[src/rtl/mem_arb.sv]
// mem_arb: arbitrates a fetch port and a data port onto one memory port.
// Only one access is outstanding at a time, and it walks IDLE -> BUSY -> DONE.
// In IDLE, a request is granted at the next clock edge and the winner's
// address and write fields are registered onto the memory port.
// In BUSY, o_m_req is held until i_m_ack arrives or TO_CYC cycles pass.
// In DONE, the owner's ack pulses for one cycle, together with o_rdata and o_err.
//
// Build option:
//   MEM_ARB_RR_EN  defined   -> round-robin on a tie. The requester that was
//                               not served last wins. The pointer resets to
//                               "data", so fetch wins the first tie.
//                  undefined -> fixed priority, data over fetch.
//
// Ports:
//   i_clk, i_rstn                   clock (rising edge); async active-low reset
//   i_f_req, i_f_addr, o_f_ack      fetch requester
//   i_d_req, i_d_we, i_d_addr,
//   i_d_wdata, o_d_ack              data requester
//   o_rdata, o_err                  response, valid with either ack
//   o_m_req, o_m_we, o_m_addr,
//   o_m_wdata, i_m_ack, i_m_rdata   memory port
module mem_arb #(
  parameter int unsigned AW     = 32,
  parameter int unsigned DW     = 32,
  parameter int unsigned TO_CYC = 15
) (
  input  logic          i_clk,
  input  logic          i_rstn,
  input  logic          i_f_req,
  input  logic [AW-1:0] i_f_addr,
  output logic          o_f_ack,
  input  logic          i_d_req,
  input  logic          i_d_we,
  input  logic [AW-1:0] i_d_addr,
  input  logic [DW-1:0] i_d_wdata,
  output logic          o_d_ack,
  output logic [DW-1:0] o_rdata,
  output logic          o_err,
  output logic          o_m_req,
  output logic          o_m_we,
  output logic [AW-1:0] o_m_addr,
  output logic [DW-1:0] o_m_wdata,
  input  logic          i_m_ack,
  input  logic [DW-1:0] i_m_rdata
);

  localparam int unsigned CW = $clog2(TO_CYC + 1);

  typedef enum logic [1:0] {
    IDLE = 2'd0,
    BUSY = 2'd1,
    DONE = 2'd2
  } state_t;

  state_t        state;
  logic          owner;     // 0 = fetch, 1 = data
  logic [CW-1:0] cnt;
  logic          grant_d;

`ifdef MEM_ARB_RR_EN
  logic last_d;             // 1 when data was served last

  always_comb begin
    grant_d = i_d_req && (!i_f_req || !last_d);
  end

  always_ff @(posedge i_clk or negedge i_rstn) begin
    if (!i_rstn) begin
      last_d <= 1'b1;
    end else if (state == IDLE && (i_f_req || i_d_req)) begin
      last_d <= grant_d;
    end
  end
`else
  always_comb begin
    grant_d = i_d_req;
  end
`endif

  always_ff @(posedge i_clk or negedge i_rstn) begin
    if (!i_rstn) begin
      state     <= IDLE;
      owner     <= 1'b0;
      cnt       <= '0;
      o_f_ack   <= 1'b0;
      o_d_ack   <= 1'b0;
      o_rdata   <= '0;
      o_err     <= 1'b0;
      o_m_req   <= 1'b0;
      o_m_we    <= 1'b0;
      o_m_addr  <= '0;
      o_m_wdata <= '0;
    end else begin
      o_f_ack <= 1'b0;
      o_d_ack <= 1'b0;
      case (state)
        IDLE: begin
          if (i_f_req || i_d_req) begin
            owner   <= grant_d;
            state   <= BUSY;
            o_m_req <= 1'b1;
            cnt     <= '0;
            if (grant_d) begin
              o_m_we    <= i_d_we;
              o_m_addr  <= i_d_addr;
              o_m_wdata <= i_d_wdata;
            end else begin
              o_m_we    <= 1'b0;
              o_m_addr  <= i_f_addr;
              o_m_wdata <= '0;
            end
          end
        end
        BUSY: begin
          // The ack is tested first, so it wins over a timeout that
          // expires on the same edge.
          if (i_m_ack) begin
            state   <= DONE;
            o_m_req <= 1'b0;
            o_rdata <= o_m_we ? '0 : i_m_rdata;
            o_err   <= 1'b0;
            o_f_ack <= ~owner;
            o_d_ack <= owner;
          // This BUSY cycle would bring the count to TO_CYC, so o_m_req
          // is held for exactly TO_CYC cycles.
          end else if (cnt == CW'(TO_CYC - 1)) begin
            state   <= DONE;
            o_m_req <= 1'b0;
            o_rdata <= '0;
            o_err   <= 1'b1;
            o_f_ack <= ~owner;
            o_d_ack <= owner;
            cnt     <= cnt + CW'(1);
          end else begin
            cnt <= cnt + CW'(1);
          end
        end
        DONE: begin
          state <= IDLE;
        end
        default: begin
          state <= IDLE;
        end
      endcase
    end
  end

endmodule

[config.mk]
export PLATFORM = sky130hd
export DESIGN_NAME = mem_arb
export DESIGN_NICKNAME = d
export VERILOG_FILES = /design/src/rtl/mem_arb.sv
export SDC_FILE = /design/constraint.sdc
export NUM_CORES = 1
export LEC_CHECK = 0
export CAP_MARGIN = 25
export CORE_MARGIN = 8
export CORE_UTILIZATION = 35
export DETAILED_ROUTE_END_ITERATION = 16
export MAX_ROUTING_LAYER = met4
export PLACE_DENSITY = 0.76
export SYNTH_ARGS = -nofsm -noshare
export SYNTH_HDL_FRONTEND = slang
export SYNTH_SLANG_ARGS = --single-unit
[constraint.sdc]
create_clock -name i_clk -period 1.4 [get_ports i_clk]
set_input_delay 0.28 -clock i_clk [delete_from_list [all_inputs] [get_ports i_clk]]
set_output_delay 0.28 -clock i_clk [all_outputs]
set_load 0.02 [all_outputs]
[Yosys cells after proc, flatten, opt, wreduce, memory -nomap -nowiden]
Index checks and enable logic that the tools add are counted.
Word-level totals
  register bits after elaboration: 108
  bits in latches: 0
  memory bits (writable): 0
  bits in read-only memories: 0
  input bits: 134
  memories: 0
Cells by class
  $add $sub $neg: 1
  $mul: 0
  divide/modulo/power cells: 0
  $lt $le $gt $ge: 0
  eq/ne operators: 5
  shifts and indexed selects: 0
  multiplexer cells: 25
  bitwise gates (word level): 1
  reduce and logical (&&, ||, !) cells: 9
Operators by type and width (number)
  32-bit two-way mux: 5
  1-bit two-way mux: 12
  4-bit two-way mux: 2
  4-bit case mux with 2 select lines: 1
  2-bit two-way mux: 3
  2-bit AND reduction: 3
  3-bit AND reduction: 2
  4-bit by 1-bit adder with 4-bit output (second input constant): 1
  4-bit equality test (second input constant): 1
  2-bit != test (second input constant): 2
  2-bit case mux with 2 select lines: 1
  2-bit nonzero test: 2
  3-bit != test (second input constant): 1
  2-bit by 1-bit equality test with 1-bit output (second input constant): 1
  2-bit logical NOT: 1
  1-bit case mux with 2 select lines: 1
  1-bit logical OR: 1
  1-bit inverter: 1

[Logic depth before layout (Yosys ltp)]
  word-level depth: 4
  gate-level depth with buffers: 6
  mapped depth without buffers: 6

[Least setup slack after synthesis]
OpenSTA, ideal clock, no wires.
  path type: flip-flop to flip-flop
  start: register cnt[0]
  end: register o_rdata[0]
  library setup time: 0.066 ns
  arrival: 1.380 ns
  data required time: 1.334 ns
  setup slack: -0.046 ns
  cell stages (with the launch flop): 7
  period minus slack after synthesis: 1.446 ns
  cells stage by stage: dfrtp_1 > inv_1 > ha_1 > and3_1 > o21ai_2 > buf_2 > a22o_1
Between the ends
  cells in the longest elaborated chain, start to end: 3
Ends and longest elaborated chain
  start, declared: line 57  | logic [CW-1:0] cnt;
  start signal, assigned: line 133  | cnt <= cnt + CW'(1);
  start signal, assigned: line 135  | cnt <= cnt + CW'(1);
  4-bit equality test: line 126  | end else if (cnt == CW'(TO_CYC - 1)) begin
  2-bit nonzero test (no line)
  2-bit AND reduction (no line)
  end signal, assigned: line 120  | o_rdata <= o_m_we ? '0 : i_m_rdata;
  end, declared: line 37  | output logic [DW-1:0] o_rdata,
No other way between the ends.
A chain may end at the register's enable or synchronous reset.

[Final worst setup path]
  start: register cnt[0]
  end: register o_rdata[6]
The elaborated chain is that of the path after synthesis.

==> impl_metrics.csv <==
group,metric,value,unit
critical_path,ff2ff_path_depth,6,
sta,clock.fmax,692.8,MHz
run_status,outcome,"finished, violations left",
logic_synthesis,synth.distinct_cells,31,
clock_tree,clock_path_buffers,2,
power_and_ir_drop,peakVddDrop,0.9260,mV
clock_tree,cts.sinks,108,
clock_tree,cts_buffers,9,
power_and_ir_drop,p_per_area,2119,nW/um^2
critical_path,worst_setup_path_end_kind,"flop",
drt,routed_wl,13.58,mm
floorplan,io-pin-count,235,
critical_path,crit_arrival,1.67,ns
floorplan,die_w,128.0,um
power_and_ir_drop,p_sw,6.031,mW
logic_synthesis,syn-num-nets,473,
place,place_ws,-0.1802,ns
floorplan,die-area,16390,um^2
clock_tree,cts-root-buf,"clkbuf_16",
logic_synthesis,synth_edf_count,0,
logic_synthesis,synth_ff_type,"dfrtp_1",
clock_tree,cts_htree_levels,3,
sta,fin_crit_sh,103.1,%
sta,min_period,1.443,ns
drt,dr.first_iter.drc_count,116,
critical_path,worst-setup-path-type,"reg -> reg",
power_and_ir_drop,power_frac_seq,35.1,%
final_layout,final_area,7267,um^2
sta,rsz0062_at_grt,"true",
drt,drt-pass1-iter-count,4,
power_and_ir_drop,clkPwrFrac,17.0,%
sta,max-slew-margin-rel,63.12,%
critical_path,r2r_start,"cnt[0]$_DFFE_PN0P_",
sta,tightest_slew,0.5532,ns
sta,finClkSkew,0.008523,ns
clock_tree,worstSkewPairLatency,0.35,ns
worst_hold_path,hold_class,"in -> async",
sta,fin_ws,-0.04345,ns
run_status,violations,"negative setup slack",
grt,grt_pass1_vias,4007,
logic_synthesis,syn-instance-count,337,
run,drv_cap,0,
drt,drc,0,
critical_path,critical_path.max_fanout,16,
sta,hold_viol,0,
grt,grt_usage,16.82,%
floorplan,num_rows,41,
place,place_congestion,0.7027,
place,dpl-instance-area,7033,um^2
power_and_ir_drop,p_int,9.369,mW
final_layout,drive_gt1_share,9.450,%
place,dp_hpwl,10.09,mm
floorplan,start_util,35.39,%
critical_path,start_kind,"flop",
logic_synthesis,ys_warn_count,0,
logic_synthesis,ys_seq_area_share,61.52,%
power_and_ir_drop,p_comb_share,47.9,%
grt,grt_overflow,0,
logic_synthesis,netlist_area,4393,um^2
drt,detail-route-antenna-nets,0,
grt,grt_pass1_wl,21.05,mm
sta,report.final.slew_viol_count,0,
critical_path,required,1.63,ns
grt,grt_max_degree,109,
floorplan,coreArea,12410,um^2
grt,antenna_found_initial,2,
clock_tree,clk_pin_slew_worst_paths,0.07,ns
power_and_ir_drop,power.leakage,3.477,nW
clock_tree,cts_tree,"done",
logic_synthesis,async_reset_ff_share,100.0,%
drt,via_count,3662,
final_layout,nNetsFinal,713,
logic_synthesis,ys_ff_latch,108,
final_layout,fillers,1050,
logic_synthesis,syn_area_per_cell,13.04,um^2
final_layout,area_delta_synth_final,65.42,%
drt,viasPerCell,4.844,
drt,routedWlPerCell,17.96,um
sta,finalSetupViolCount,32,
power_and_ir_drop,p_sw_share,39.16,%
critical_path,r2r_end,"o_rdata[6]$_DFFE_PN0P_",
critical_path,r2r_setup_slack,-0.04,ns
place,io_buffers,234,
floorplan,die_h,128.0,um
==> cell usage after synthesis, drive strengths merged, types with 2 or more instances <==
cell type  count  share of area (%)
buf           20                3.8
or2            2               0.29
dfrtp        108                 62
a21oi          2               0.23
o21ai         67                7.8
clkbuf         9               0.85
nor3           3               0.34
ha             2               0.57
o31ai          2               0.34
nor2           4               0.40
mux2i         33                7.5
and2           3               0.43
a22o          67                 13
nand2          2               0.17
inv            3               0.26
a21o           2               0.34
==> through the flow <==
step	std cells	hold WS (ns)	TNS [ns]	util, %	total power, mW
after CTS	751	0.03163	-0.8150	58.16	15.51
after global routing	756	0.04735	-2.270	58.54	16.34
after detailed placement	735	0.3994	-14.16	56.65	13.88
final	756	0.006889	-0.8853	58.54	15.40
after floorplan	337	-0.01559	0	-	9.582
after global placement	735	0.3939	-11.17	56.65	13.66
==> worst max path at each step <==
| stage | start | to |
|---|---|---|
| detailed placement | i_m_ack | cnt[2]$_DFFE_PN0P_ |
| global placement | i_m_ack | cnt[2]$_DFFE_PN0P_ |
| global route | cnt[0]$_DFFE_PN0P_ | o_rdata[1]$_DFFE_PN0P_ |
| finish | cnt[0]$_DFFE_PN0P_ | o_rdata[6]$_DFFE_PN0P_ |
| floorplan | cnt[0]$_DFFE_PN0P_ | o_d_ack$_DFF_PN0_ |
| CTS | cnt[0]$_DFFE_PN0P_ | o_rdata[1]$_DFFE_PN0P_ |
==> critical path: stages (launching register included) <==
cell and delay (ns):
dfrtp_1 0.38, inv_1 0.06, ha_2 0.16, and3_4 0.21, o21ai_4 0.09, clkbuf_16 0.19
a22o_1 0.23
==> placed cells by master, fill, tap and decap left out, types with 9 or more instances in the layout <==
cell type / netlist / routed
dlygate4sd2_1: 0 / 99
mux2i_1: 33 / 33
clkdlybuf4s50_1: 0 / 131
buf_12: 0 / 9
dfrtp_1: 108 / 106
buf_4: 1 / 14
o21ai_1: 7 / 11
clkbuf_16: 0 / 10
o21ai_0: 58 / 54
a22o_1: 67 / 67
==> cell families (layout without fill, tap and decap cells) <==
logic type | after synthesis | in the layout | share of synthesized area, %
other cells | 0 | 2 | 0
compound gates | 141 | 141 | 22.27
simple gates | 20 | 20 | 3.048
mux | 33 | 33 | 7.519
flops | 108 | 108 | 61.52
fa+ha+maj | 2 | 2 | 0.5695
xor+xnor | 1 | 1 | 0.1994
buf+inv | 32 | 277 | 4.870
==> final cells by class <==
cell class,instances,area [um^2],share of cell area (%)
Inverter,3,11.26,0.1550
Sequential cell,108,2705,37.22
Multi-Input combinational cell,197,1508,20.75
Antenna cell,2,5.005,0.06887
Clock buffer,12,256.5,3.530
Clock inverter,4,52.55,0.7231
Tap cell,172,215.2,2.961
Timing Repair Buffer,258,2514,34.59
==> sequential cells by signal (all words and copies together) (netlist names), 2 cells and up <==
name	count
cnt	4
o_m_addr	32
o_m_wdata	32
o_rdata	32
state	2
==> power groups by stage <==
stage                     Clock (mW)  Sequential (mW)  Combinational [mW]
final                           2.62             5.40                7.38
after global routing            2.81             5.60                7.92
after CTS                       2.69             5.41                7.40
after detailed placement           0             5.50                8.38
after global placement             0             5.45                8.21
after floorplan                    0             7.16                2.43
==> repair_timing <==
| action | 4_1_cts | 5_1_grt |
|---|---|---|
| gates cloned | 0 | 1 |
| hold buffers | 0 | 0 |
| endpoints found under the hold margin | 0 | 0 |
| setup endpoints to repair | 133 | 98 |
| pin swaps | 0 | 1 |
| resized for setup | 104 | 8 |
| buffers inserted | 0 | 2 |
==> layer usage <==
layer  vias to the layer above  global-route usage, %  wire (um)
met3                        17                  4.160        708
met2                       152                  26.76       6700
met1                      1758                  20.50       5934
met5                         -                      -          0
met4                         0                  5.804        235
li1                       1735                      -          -
(Power assumes the default switching activity.)
